## config.mk

```make
export PLATFORM = sky130hd
export DESIGN_NAME = raw_memory_ctrl
export DESIGN_NICKNAME = d
export VERILOG_FILES = /design/src/rtl/raw_memory_ctrl.sv
export SDC_FILE = /design/constraint.sdc
export NUM_CORES = 1
export LEC_CHECK = 0
export CAP_MARGIN = 20
export CORE_ASPECT_RATIO = 1.25
export CORE_MARGIN = 2
export CORE_UTILIZATION = 40
export DETAILED_ROUTE_END_ITERATION = 6
export PLACE_DENSITY = 0.57
export SYNTH_ARGS = -nofsm -noshare
export SYNTH_HDL_FRONTEND = slang
export SYNTH_SLANG_ARGS = --single-unit
```

## constraint.sdc

```tcl
create_clock -name clk -period 3.5 [get_ports clk]
set_clock_uncertainty 0.15 [all_clocks]
set_input_delay 0.7 -clock clk [delete_from_list [all_inputs] [get_ports clk]]
set_output_delay 0.7 -clock clk [all_outputs]
set_load 0.005 [all_outputs]
```

## src/rtl/raw_memory_ctrl.sv

```systemverilog
// raw_memory_ctrl: circular raw-buffer sequencer with an L1A event queue and valid/ready readout.
// Optional event numbering is enabled by defining RAW_MEMORY_CTRL_EVCNT_EN.
`default_nettype none

module raw_memory_ctrl #(
    parameter int EVQ_DEPTH = 8,
    parameter int AW        = 8
) (
    input  logic          clk,
    input  logic          rst,
    input  logic          run,
    input  logic          l1a,
    input  logic [AW-1:0] l1a_delay,
    input  logic [AW-1:0] wblock,
    input  logic          full,
    output logic [AW-1:0] adw,
    output logic          we,
    output logic [AW-1:0] adr,
    output logic [AW-1:0] adb,
    output logic          rd_valid,
    output logic          rd_first,
    output logic          rd_last,
    input  logic          rd_ready,
    output logic [11:0]   evt_num,
    output logic [7:0]    drop_cnt,
    output logic          busy
);

    localparam int QW = (EVQ_DEPTH > 1) ? $clog2(EVQ_DEPTH) : 1;
    localparam logic [QW:0] QFULL = (QW+1)'(EVQ_DEPTH);

    typedef enum logic [1:0] {
        S_IDLE = 2'd0,
        S_LOAD = 2'd1,
        S_READ = 2'd2
    } state_t;

    state_t state, state_nx;

    logic [AW-1:0] q_start [EVQ_DEPTH];
    logic [AW-1:0] q_len   [EVQ_DEPTH];
    logic [QW-1:0] wr_ptr, rd_ptr;
    logic [QW:0]   q_count;

    logic [AW-1:0] word_cnt;
    logic [AW-1:0] cur_start;
    logic          first_word;

    logic accept, pop, q_empty, handshake;

    assign we        = run && !full;
    assign q_empty   = (q_count == '0);
    assign accept    = l1a && run && !full && (q_count != QFULL);
    assign pop       = (state == S_LOAD);
    assign rd_valid  = (state == S_READ);
    assign rd_first  = rd_valid && first_word;
    assign rd_last   = rd_valid && (word_cnt == AW'(1));
    assign handshake = rd_valid && rd_ready;
    assign busy      = !q_empty || (state != S_IDLE);

    always_comb begin
        state_nx = state;
        case (state)
            S_IDLE: if (!q_empty) state_nx = S_LOAD;
            S_LOAD: state_nx = S_READ;
            S_READ: if (handshake && rd_last) state_nx = q_empty ? S_IDLE : S_LOAD;
            default: state_nx = S_IDLE;
        endcase
    end

    // Queue payload needs no reset: pointers and count define what is valid.
    always_ff @(posedge clk) begin
        if (accept) begin
            q_start[wr_ptr] <= adw - l1a_delay;
            q_len[wr_ptr]   <= (wblock == '0) ? AW'(1) : wblock;
        end
    end

    always_ff @(posedge clk or posedge rst) begin
        if (rst) begin
            state      <= S_IDLE;
            adw        <= '0;
            adr        <= '0;
            adb        <= '0;
            wr_ptr     <= '0;
            rd_ptr     <= '0;
            q_count    <= '0;
            word_cnt   <= '0;
            cur_start  <= '0;
            first_word <= 1'b0;
            drop_cnt   <= '0;
        end else begin
            state <= state_nx;
            if (we) adw <= adw + AW'(1);

            if (accept) wr_ptr <= wr_ptr + QW'(1);
            if (pop)    rd_ptr <= rd_ptr + QW'(1);
            case ({accept, pop})
                2'b10:   q_count <= q_count + (QW+1)'(1);
                2'b01:   q_count <= q_count - (QW+1)'(1);
                default: q_count <= q_count;
            endcase

            if (l1a && !accept && (drop_cnt != 8'hFF)) drop_cnt <= drop_cnt + 8'd1;

            if (pop) begin
                adr        <= q_start[rd_ptr];
                cur_start  <= q_start[rd_ptr];
                word_cnt   <= q_len[rd_ptr];
                first_word <= 1'b1;
            end else if (handshake) begin
                adr        <= adr + AW'(1);
                word_cnt   <= word_cnt - AW'(1);
                first_word <= 1'b0;
            end

            // adb protects the oldest word still needed by pending or active readout.
            if (q_empty && (state == S_IDLE)) adb <= adw - l1a_delay;
            else if (state == S_READ)         adb <= cur_start;
            else                              adb <= q_start[rd_ptr];
        end
    end

`ifdef RAW_MEMORY_CTRL_EVCNT_EN
    logic [11:0] evt_ctr;
    logic [11:0] q_evt [EVQ_DEPTH];

    always_ff @(posedge clk) begin
        if (accept) q_evt[wr_ptr] <= evt_ctr + 12'd1;
    end

    always_ff @(posedge clk or posedge rst) begin
        if (rst) begin
            evt_ctr <= '0;
            evt_num <= '0;
        end else begin
            if (accept) evt_ctr <= evt_ctr + 12'd1;
            if (pop)    evt_num <= q_evt[rd_ptr];
        end
    end
`else
    assign evt_num = '0;
`endif

endmodule

`default_nettype wire

```

After elaboration in Yosys (flattened, before gate mapping). Memories as Yosys holds them, arrays and structs flattened. Index checks and enable logic that the tools add are counted. W data, S select, Z words.

Add/subtract/negate cells: 9. Equality and inequality tests: 9. Multiplexer cells: 16. Reductions and logical operators: 22.

Operators with widths (count): $mux W8 (7); $add A8 B1 Y8 const B (3); $logic_and A1 B1 Y1 (11); $eq A8 B1 Y1 const B (1); $logic_not A8 Y1 (1); $ne A8 B8 Y1 const B (1); $pmux W4 S2 (1); $sub A8 B1 Y8 const B (1); $sub A8 B8 Y8 (1); $add A3 B1 Y3 const B (2); $pmux W2 S3 (1); $reduce_bool A2 Y1 (3); $mux W1 (5); $add A4 B1 Y4 const B (1); $eq A2 B1 Y1 const B (2); $eq A2 B2 Y1 const B (2); $logic_not A4 Y1 (1); $mux W2 (2); $ne A4 B4 Y1 const B (1); $sub A4 B1 Y4 const B (1); $logic_not A1 Y1 (3); $logic_not A2 Y1 (1); $ne A2 B1 Y1 const B (1); $ne A2 B2 Y1 const B (1); 2 further kinds (2).

Bits in registers: 61. Bits in writable memories: 128. Output and inout bits: 49. Memories kept: 2.

Memories: q_len (words 8, bits a word 8, read ports 1, clocked after Yosys merged registers in 0, write ports 1, line 41) `logic [AW-1:0] q_len [EVQ_DEPTH];`; q_start (words 8, bits a word 8, read ports 1, clocked after Yosys merged registers in 0, write ports 1, line 40) `logic [AW-1:0] q_start [EVQ_DEPTH];`.

Longest topological paths before layout. Gate-level depths: netlist of the first run.

Word-level depth: 6. Depth in mapped cells: 11.

Worst setup path after synthesis of the first run. Ideal clock, no wire load.

Kind: input to register. Start: input run. End: memory q_len[0][0], enable pin. Setup time: 409 ps. Arrival: 2655 ps. Data required time: 2941 ps. Setup slack: 286 ps. Stages: 5. Cells stage by stage: nor2b_1 clkbuf_1 and3_1 nand2b_1 nor3_1.

Word-level cells in the longest chain between the ends: 5.

RTL lines: from (decl) (line 11) `input logic run,`; $logic_and A1 B1 Y1 (3 in a row) (line 53) `assign accept = l1a && run && !full && (q_count != QFULL);`; $mux W1 (line 73) `if (accept) begin`; $mux W1 (line 75) `q_len[wr_ptr] <= (wblock == '0) ? AW'(1) : wblock;`; to (decl) (line 41).

No other way between the ends.

Worst setup path in the final report of the first run.
Start: register word_cnt[4]. End: output rd_last.

Word-level cells in the longest chain between the ends: 2.

RTL lines: from (decl) (line 45) `logic [AW-1:0] word_cnt;`; from (signal assigned) (line 109) `word_cnt <= q_len[rd_ptr];`; from (signal assigned) (line 113) `word_cnt <= word_cnt - AW'(1);`; $eq A8 B1 Y1 (line 57) `assign rd_last = rd_valid && (word_cnt == AW'(1));`; $logic_and A1 B1 Y1 (line 57); to (decl) (line 22) `output logic rd_last,`.

No other way between the ends.

==> reports/results.tsv, run 1 <==
stage	metric	value	unit
synthesis	yosysTopAreaCell	edfxtp_1	
synthesis	synth-xor-area-share	3.965	%
sta	finalCritPeriodShare	94.87	%
global_route	antenna_found_initial	0	
synthesis	yosysTopAreaCellShare	47.03	%
synthesis	synth_flop_cell	edfxtp_1	
synthesis	synthAdderAreaFrac	2.848	%
floorplan	die_y	163.8	um
setup_path	ff2ff_path_depth	10	
run	cap_viol_max_count	0	
layout	area_growth	19.09	%
power	power.density	827.9	nW/um2
sta	rsz0062_at_grt	no	
synthesis	synth-compound-area-share	5.266	%
sta	slew_headroom	47.61	%
layout	nNetsFinal	654	
floorplan	die_area	21600	um2
sta	slew_viol_final	0	
clocking	clkTransAtPathRegs	0.07	ns
synthesis	synth.avg_cell_area	15.19	um2
setup_path	cp-end-kind	output port	
synthesis	yosysWarnings	0	
clocking	numClockSinks	189	
sta	tightest_slew	0.7803	ns
synthesis	netlist_instances	538	
global_route	grt_usage	16.51	%
setup_path	path_class	flip-flop to output port	
sta	tns	0	ns
synthesis	synthTopCellsByCount	edfxtp_1 (128), dfrtp_1 (61), nor2_1 (35)	
global_route	grt_pass1_wl	26880	um
clocking	cts_buffer_depth	2	
worst_hold_path	hold_end	cur_start[7]$_DFFE_PP0P_	
sta	holdWs	0.3287	ns
floorplan	start_util	40.66	%
floorplan	dieWidth	131.9	um
global_route	grt_max_degree	30	
drt	first_pass_iters	4	
status	status	finished, final reports clean	
place	dp.cells	865	
place	hpwl	11110	um
setup_path	cp_max_fo	3	
setup_path	start_kind	flip-flop	
setup_path	r2r-start	q_count[2]$_DFFE_PP0P_	
drt	wire_per_inst	18.94	um
power	p_leak	3.595	nW
setup_path	crit_arrival	2.47	ns
synthesis	synthMuxAreaShare	11.18	%
setup_path	r2r-end	q_count[2]$_DFFE_PP0P_	
sta	setup_viol	0	
floorplan	rows	58	
clocking	cts_setup_buffers	0	
drt	drt_wl_total	16990	um
synthesis	yosysSeqAreaShare	65.71	%
clocking	numCtsBuffers	17	
sta	max_freq	301.2	MHz
clocking	cts_root_buf	clkbuf_16	
worst_hold_path	min_path_type	flip-flop to flip-flop	
drt	drtIter0Drc	298	
synthesis	syn-cell-area	8173	um2
worst_hold_path	holdCritStartpoint	cur_start[7]$_DFFE_PP0P_	
synthesis	synthSimpleGateAreaFrac	7.716	%
setup_path	rrSetupSlack	0.75	ns
setup_path	cp_data_required_time	2.65	ns
global_route	grt_pass1_vias	4774	
power	p_total	8.058	mW
place	portBuffers	58	
layout	antenna_cells	0	
drt	ant_nets	0	
synthesis	ys_ff_latch	189	
place	gp_congestion	0.7476	
layout	drive_gt1_share	17.22	%
drt	drc_errors	0	
synthesis	synthArstFlopShare	32.28	%
synthesis	yosys-top-cells-area	edfxtp_1 (47%), dfrtp_1 (19%), mux4_2 (8.8%), ha_1 (2.6%), xor2_1 (2.3%)	
sta	final-hold-violation-count	0	
synthesis	synth_top_family_by_area	multiplexers	
power	ir_drop	355.0	uV
worst_hold_path	hold_depth	1	
layout	fin_cells	897	
clocking	clk_latency	0.42	ns
sta	fin_crit	3.320	ns
global_route	grt_overflow_total	0	
drt	vias	4582	
clocking	cts_hold_buf	0	
drt	via_per_inst	5.108	
synthesis	synth.distinct_cells	54	
synthesis	synth_most_common_cell	edfxtp_1	
clocking	cts_tree	built	
floorplan	coreArea	20100	um2
clocking	htreeDepth	4	
synthesis	synth_edf_count	128	
clocking	cts-resized-gates	0	
floorplan	io_pins	71	
## final cells by class
class | count | area [um2]
fill | 1765 | 10370
clock inverter | 6 | 47.55
timing repair buffer | 83 | 768.2
clock buffer | 26 | 550.5
tap | 270 | 337.8
multi-input combinational | 304 | 2586
inverter | 19 | 71.32
sequential | 189 | 5371
## logic make-up (layout without fill, tap and decap cells)
kind of cell,after synthesis,count (layout)
mux,51,51
flops,189,189
fa+ha+maj,18,18
simple gates,116,116
xor+xnor,37,37
other cells,1,12
buf+inv,56,134
compound gates,70,70
## metrics by stage
| stage | setup WS [ns] | utilization, % | instance area, um2 |
|---|---|---|---|
| after global placement | 0.3061 | 45.44 | 9135 |
| after CTS | 0.1334 | 48.42 | 9733 |
| after global routing | 0.09010 | 48.42 | 9733 |
| after floorplan | 0.2862 | - | 8214 |
| after detailed placement | 0.2484 | 45.44 | 9135 |
| final | 0.1796 | 48.42 | 9733 |
## routing by layer
metal	vias up	track usage, %	part of all wire [%]
li1	2134	-	-
met1	2325	21.01	44
met2	104	28.70	52
met3	19	3.272	3.3
met4	0	5.138	1.3
met5	-	0	0
## worst max-delay path: stages (launching register included)
cell	delay (ns)
dfrtp_1	0.40
or3_4	0.40
or3_4	0.36
nor3b_2	0.24
and2_1	0.16
clkdlybuf4s50_1	0.49
## cell usage in the layout (no fill, tap or decap), types with 3 or more instances in the layout
master	synthesis	final
clkinv_4	0	3
edfxtp_1	128	128
clkdlybuf4s50_1	0	58
nor2_1	35	35
a31o_2	3	3
a211oi_1	3	3
buf_4	13	25
mux2i_1	17	17
nand3_1	6	6
ha_1	17	17
xor2_1	21	21
nor2b_1	9	9
nor4_1	3	3
inv_1	18	17
a21oi_1	28	28
mux4_2	32	32
nand2_1	27	27
nand2b_1	5	5
clkbuf_8	0	7
xnor2_1	16	16
o21ai_0	9	9
o22ai_1	5	5
nor3_2	2	4
conb_1	1	12
a21o_1	5	5
dfrtp_1	61	60
nand4_1	6	6
a31oi_1	7	7
and3_1	3	3
clkbuf_16	0	18
nor3_1	5	3
## flip-flops by register name, summed over array words and instances, names as in the netlist
signal / cells
adw: 8
wr_ptr: 3
drop_cnt: 8
q_len: 64
word_cnt: 8
q_count: 4
q_start: 64
first_word: 1
rd_ptr: 3
adb: 8
state: 2
cur_start: 8
adr: 8
## how the worst max path moves through the flow
| stage | startpoint | to | slack [ns] |
|---|---|---|---|
| after floorplan | run | q_len[0][0]$_DFFE_PP_ | 0.29 |
| after global placement | l1a_delay[2] | adb[5]$_DFF_PP0_ | 0.31 |
| after detailed placement | l1a_delay[1] | adb[5]$_DFF_PP0_ | 0.25 |
| after CTS | word_cnt[2]$_DFFE_PP0P_ | rd_last | 0.13 |
| after global routing | word_cnt[2]$_DFFE_PP0P_ | rd_last | 0.09 |
| final | word_cnt[4]$_DFFE_PP0P_ | rd_last | 0.18 |
## power breakdown
group	internal, mW	switching (mW)	total [mW]
Sequential	2.97	0.497	3.47
Clock	1.09	0.802	1.89
Combinational	1.37	1.33	2.69
Total	5.43	2.63	8.06
(Power assumes the default switching activity.)
==> run 2: changes to the inputs <==
- clock period: 3.5 -> 3.4 ns (I/O delays scaled with it)
==> run 2 against run 1 <==
  * Worst setup slack worse by 0.079 ns
  * Count of clock-buffer cells in the layout down 8
  * Critical endpoint unchanged
  * Cell count down 0.11%
  * Utilization about the same
  * Clock power up 4%
  * First-iteration DRC count down 3.7%
==> reports/results.tsv, run 2 (synthesis gave the netlist of run 1 again) <==
stage	metric	value	unit	change
setup_path	start_kind	flip-flop		
sta	fin_crit	3.299	ns	
worst_hold_path	min_path_type	flip-flop to flip-flop		
clocking	clkTransAtPathRegs	0.07	ns	about the same
drt	ant_nets	0		unchanged
place	place_area	9140	um2	about the same
layout	nNetsFinal	653		-0.15%
floorplan	coreArea	20100	um2	unchanged
layout	drive_gt1_share	17.09	%	-0.13 points
layout	antenna_cells	0		unchanged
global_route	grt_overflow_total	0		unchanged
clocking	cts_buffer_depth	2		unchanged
clocking	htreeDepth	4		unchanged
drt	first_pass_iters	4		unchanged
run	cap_viol_max_count	0		unchanged
global_route	grt_pass1_wl	27080	um	+0.72%
clocking	cts_root_buf	clkbuf_16		
floorplan	die_area	21600	um2	unchanged
power	ir_drop	375.4	uV	+5.7%
setup_path	crit_arrival	2.47	ns	about the same
setup_path	cp-end-kind	output port		
setup_path	worst-path-stages	5		unchanged
drt	wire_per_inst	18.67	um	-1.4%
power	power.density	856.7	nW/um2	+3.5%
drt	via_per_inst	5.151		+0.83%
setup_path	cp_cell_sequence	or3_4, or3_4, nor3b_2, and2_1, clkdlybuf4s50_1		
clocking	cts_tree	built		
place	gp_congestion	0.7582		+1.4%
place	portBuffers	58		unchanged
sta	tns	0	ns	unchanged
sta	rsz0062_at_grt	no		
clocking	cts-resized-gates	0		unchanged
setup_path	cp_max_fo	4		+1
global_route	grt_pass1_vias	4863		+1.9%
setup_path	path_class	flip-flop to output port		
sta	tightest_slew	0.8284	ns	+0.04814 ns
global_route	antenna_found_initial	0		unchanged
sta	slew_headroom	44.37	%	-3.2 points
floorplan	io_pins	71		unchanged
power	pwr-share-comb	33.6	%	+0.2 points
clocking	cts_hold_buf	0		unchanged
drt	vias	4615		+0.72%
clocking	clk_latency	0.42	ns	about the same
floorplan	dieWidth	131.9	um	unchanged
sta	setup_viol	0		unchanged
power	internal_power	5.570	mW	+2.5%
power	switching_share	33.16	%	+0.57 points
setup_path	cp_data_required_time	2.57	ns	-0.08 ns
drt	drc_errors	0		unchanged
layout	postLayoutCoreUtil	48.39	%	about the same
sta	max_freq	303.1	MHz	
place	hpwl	11050	um	-0.52%
setup_path	crit_buf_inv	1		unchanged
power	p_clk_share	23.6	%	about the same
clocking	numClockSinks	189		unchanged
clocking	numCtsBuffers	17		unchanged
setup_path	ff2ff_path_depth	10		unchanged
power	switching_power	2.763	mW	+5.2%
power	p_seq_share	42.8	%	-0.3 points
clocking	cts_setup_buffers	0		unchanged
floorplan	start_util	40.66	%	unchanged
floorplan	die_y	163.8	um	unchanged
layout	final_cell_mix	edfxtp_1 (128), dfrtp_1 (60), clkdlybuf4s50_1 (58), nor2_1 (35), mux4_2 (32)		
global_route	grt_usage	16.58	%	+0.068 points
drt	drtIter0Drc	287		-3.7%
sta	slew_viol_final	0		unchanged
drt	drt_wl_total	16730	um	-1.5%
status	status	finished, final reports clean		
sta	finalCritPeriodShare	97.04	%	
layout	final_common_cell	edfxtp_1		
setup_path	cpPeakStageDelay	0.49	ns	about the same
sta	layout_setup_ws	0.1005	ns	-0.07908 ns
power	p_leak	3.584	nW	-0.32%
global_route	grt_max_degree	42		+40%
setup_path	critical-path-top-delay-family	simple AND/OR/NAND/NOR gates		
setup_path	cpMostUsedCell	or3_4		
worst_hold_path	hold_depth	1		unchanged
setup_path	slowest_stage	clkdlybuf4s50_1		
sta	final-hold-violation-count	0		unchanged
layout	fin_area	9727	um2	about the same
place	preCtsSetupSlack	0.1172	ns	-0.1312 ns
layout	largestRegisters	q_len x64, q_start x64		
layout	area_growth	19.01	%	about the same
floorplan	rows	58		unchanged
==> run 2: cell count changes in the layout (fill, tap and decap cells not counted), sizes merged <==
cell and delta:
clkinvlp +1, inv +6, clkinv -1, buf -1, clkbuf -8, bufinv +2
==> run 2: area by class of cell <==
type	instances	area, um2
clock inverters	14	157.7
multi-input cells	304	2586
well taps	270	337.8
clock buffers	18	429.2
inverters	19	71.32
fillers	1735	10380
repair buffers	82	773.2
flip-flops and latches	189	5371
==> run 2: through the flow <==
stage                     total power, mW  cells  hold WS [ns]
after floorplan                     5.303    549        0.2942
after global placement              6.372    864        0.3130
after detailed placement            6.435    864        0.3242
after CTS                           8.417    896        0.3419
after global routing                8.855    896        0.3846
final                               8.333    896        0.3433
==> run 2: metal layers <==
metal | share of wire (%) | wire length (um) | global-route usage (%)
met1 | 46 | 7653 | 21.36
met2 | 51 | 8453 | 28.75
met3 | 3.0 | 501 | 3.086
met4 | 0.70 | 117 | 4.990
met5 | 0 | 0 | 0
==> run 2: power groups by stage <==
stage	combinational [mW]	sequential [mW]	clock [mW]
final	2.80	3.57	1.97
after global routing	3.10	3.65	2.11
after CTS	2.83	3.58	2.01
after detailed placement	2.82	3.62	0
after global placement	2.77	3.60	0
after floorplan	1.89	3.41	0
==> run 2: final timing paths <==
kind / slack (ns) / endpoint / from
max: 0.10 / rd_last / word_cnt[2]$_DFFE_PP0P_
min: 0.34 / cur_start[7]$_DFFE_PP0P_ / cur_start[7]$_DFFE_PP0P_
max reg2reg: 0.64 / q_count[2]$_DFFE_PP0P_ / q_count[2]$_DFFE_PP0P_
min reg2reg: 0.34 / cur_start[7]$_DFFE_PP0P_ / cur_start[7]$_DFFE_PP0P_
max in group asynchronous: 2.00 / rd_ptr[0]$_DFFE_PP0P_ / rst
min in group asynchronous: 0.45 / drop_cnt[6]$_DFFE_PP0P_ / rst
==> run 2: worst register-to-register path: stages (launching register included) <==
cell	delay, ns
dfrtp_1	0.46
or4b_4	0.58
and3_1	0.25
inv_1	0.13
ha_1	0.27
xor2_1	0.10
ha_1	0.19
a21oi_1	0.15
xor2_1	0.16
nor2_1	0.06
xor2_1	0.14
==> run 3: changes to the inputs <==
- CTS_BUF_LIST: not set -> sky130_fd_sc_hd__clkbuf_4 sky130_fd_sc_hd__clkbuf_8
==> run 3 against run 2 <==
  * Register-to-register slack is essentially flat
  * Count of clock-buffer cells in the layout unchanged
  * Global-route usage is essentially flat
  * Sequential share of layout area grew 0.99 points
  * Non-clock buffer count grew 1
==> reports/results.tsv, run 3 (synthesis gave the netlist of run 1 again) <==
stage	metric	value	unit	change
worst_hold_path	min_path_type	flip-flop to flip-flop		
sta	tns	0	ns	unchanged
sta	tightest_slew	0.7948	ns	-0.03363 ns
floorplan	rows	58		unchanged
drt	drc_errors	0		unchanged
place	dp.cells	864		unchanged
clocking	htreeDepth	4		unchanged
layout	final_common_cell	edfxtp_1		
sta	finalCritPeriodShare	88.15	%	-8.9 points
drt	ant_nets	0		unchanged
power	power.density	822.5	nW/um2	-4.0%
clocking	numCtsBuffers	17		unchanged
drt	wl_met3	634	um	+27%
drt	first_pass_iters	4		unchanged
layout	drive_gt1_share	17.38	%	+0.29 points
global_route	grt_usage	16.53	%	-0.047 points
setup_path	path_class	flip-flop to output port		
drt	routed.top_layer	met4		
run	cap_viol_max_count	0		unchanged
drt	wire_per_inst	18.70	um	+0.21%
clocking	clk_latency	0.46	ns	+0.04 ns
sta	rsz0062_at_grt	no		
sta	slew_headroom	46.63	%	+2.3 points
global_route	grt_pass1_wl	26930	um	-0.54%
place	gp_congestion	0.7582		unchanged
layout	fin_cells	897		+0.11%
clocking	numClockSinks	189		unchanged
status	status	finished, final reports clean		
place	hpwl	11050	um	unchanged
floorplan	start_util	40.66	%	unchanged
drt	wl_met2	8539	um	+1.0%
drt	drt_wl_total	16780	um	+0.32%
setup_path	cp-end-kind	output port		
drt	drtIter0Drc	281		-2.1%
floorplan	coreArea	20100	um2	unchanged
drt	wl_met1	7423	um	-3.0%
sta	holdWs	0.3495	ns	+0.006191 ns
clocking	cts_buffer_depth	2		unchanged
floorplan	die_area	21600	um2	unchanged
place	portBuffers	58		unchanged
layout	final_cell_mix	edfxtp_1 (128), dfrtp_1 (60), clkdlybuf4s50_1 (57), nor2_1 (35), mux4_2 (32)		
global_route	grt_overflow_total	0		unchanged
layout	area_growth	16.92	%	
sta	layout_setup_ws	0.4028	ns	+0.3022 ns
setup_path	crit_arrival	2.17	ns	-0.30 ns
setup_path	cp_data_required_time	2.57	ns	about the same
sta	setup_viol	0		unchanged
setup_path	cp_max_fo	4		unchanged
floorplan	die_y	163.8	um	unchanged
power	p_total	7.859	mW	-5.7%
sta	fin_crit	2.997	ns	-0.3022 ns
global_route	grt_max_degree	42		unchanged
layout	postLayoutCoreUtil	47.54	%	-0.85 points
global_route	antenna_found_initial	0		unchanged
layout	antenna_cells	0		unchanged
global_route	grt_pass1_vias	4824		-0.80%
sta	final-hold-violation-count	0		unchanged
floorplan	io_pins	71		unchanged
clocking	cts_hold_buf	0		unchanged
drt	vias	4628		+0.28%
clocking	cts_root_buf	clkbuf_8		
clocking	cts_tree	built		
setup_path	rrSetupSlack	0.64	ns	about the same
setup_path	start_kind	flip-flop		
clocking	clkTransAtPathRegs	0.10	ns	+0.03 ns
place	place_area	9140	um2	unchanged
layout	nNetsFinal	654		+0.15%
floorplan	dieWidth	131.9	um	unchanged
sta	slew_viol_final	0		unchanged
layout	largestRegisters	q_len x64, q_start x64		
drt	via_per_inst	5.159		+0.17%
power	ir_drop	315.5	uV	-16%
sta	max_freq	333.6	MHz	+10%
place	preCtsSetupSlack	0.1172	ns	unchanged
layout	fin_area	9555	um2	-1.8%
power	p_leak	3.532	nW	-1.4%
run 3: changes by cell type in the layout (fill, tap and decap cells not counted), sizes merged:
cell,delta
buf,+1
clkdlybuf4s50,-1
dlymetal6s2s,+1
run 3: final timing paths:
| kind | startpoint | end | depth (start not counted) |
|---|---|---|---|
| setup / recovery | word_cnt[2]$_DFFE_PP0P_ | rd_last | 5 |
| hold / removal | cur_start[7]$_DFFE_PP0P_ | cur_start[7]$_DFFE_PP0P_ | 1 |
| setup reg to reg | q_count[2]$_DFFE_PP0P_ | q_count[2]$_DFFE_PP0P_ | 10 |
| hold reg to reg | cur_start[7]$_DFFE_PP0P_ | cur_start[7]$_DFFE_PP0P_ | 1 |
| max in group asynchronous | rst | rd_ptr[0]$_DFFE_PP0P_ | 3 |
| min in group asynchronous | rst | drop_cnt[6]$_DFFE_PP0P_ | 2 |
run 3: final cells by class:
| class | count | area, um2 |
|---|---|---|
| clock inverter | 14 | 157.7 |
| sequential | 189 | 5371 |
| inverter | 19 | 71.32 |
| fill | 1768 | 10550 |
| clock buffer | 18 | 241.5 |
| tap | 270 | 337.8 |
| timing repair buffer | 83 | 783.3 |
| multi-input combinational | 304 | 2592 |
run 3: critical path, cell delays in order, from the launching register on:
cell and delay (ns):
dfrtp_1 0.43, or3_4 0.39, or3_4 0.40, nor3b_4 0.22, and2_1 0.15, dlymetal6s2s_1 0.12
run 3: metal layers:
layer	GRT usage, %	vias up
met3	3.179	16
met2	28.89	119
li1	-	2135
met5	0	-
met4	4.743	0
met1	21.13	2358
run 3: what timing repair did:
item,in CTS,in global routing
gates cloned,0,0
buffers inserted,0,1
setup endpoints to repair,1,1
pin swaps,0,3
resized for setup,1,1
run 3: power by group:
group | switching (mW) | total [mW] | internal, mW
Clock | 0.811 | 1.49 | 0.677
Combinational | 1.40 | 2.81 | 1.41
Sequential | 0.506 | 3.56 | 3.06
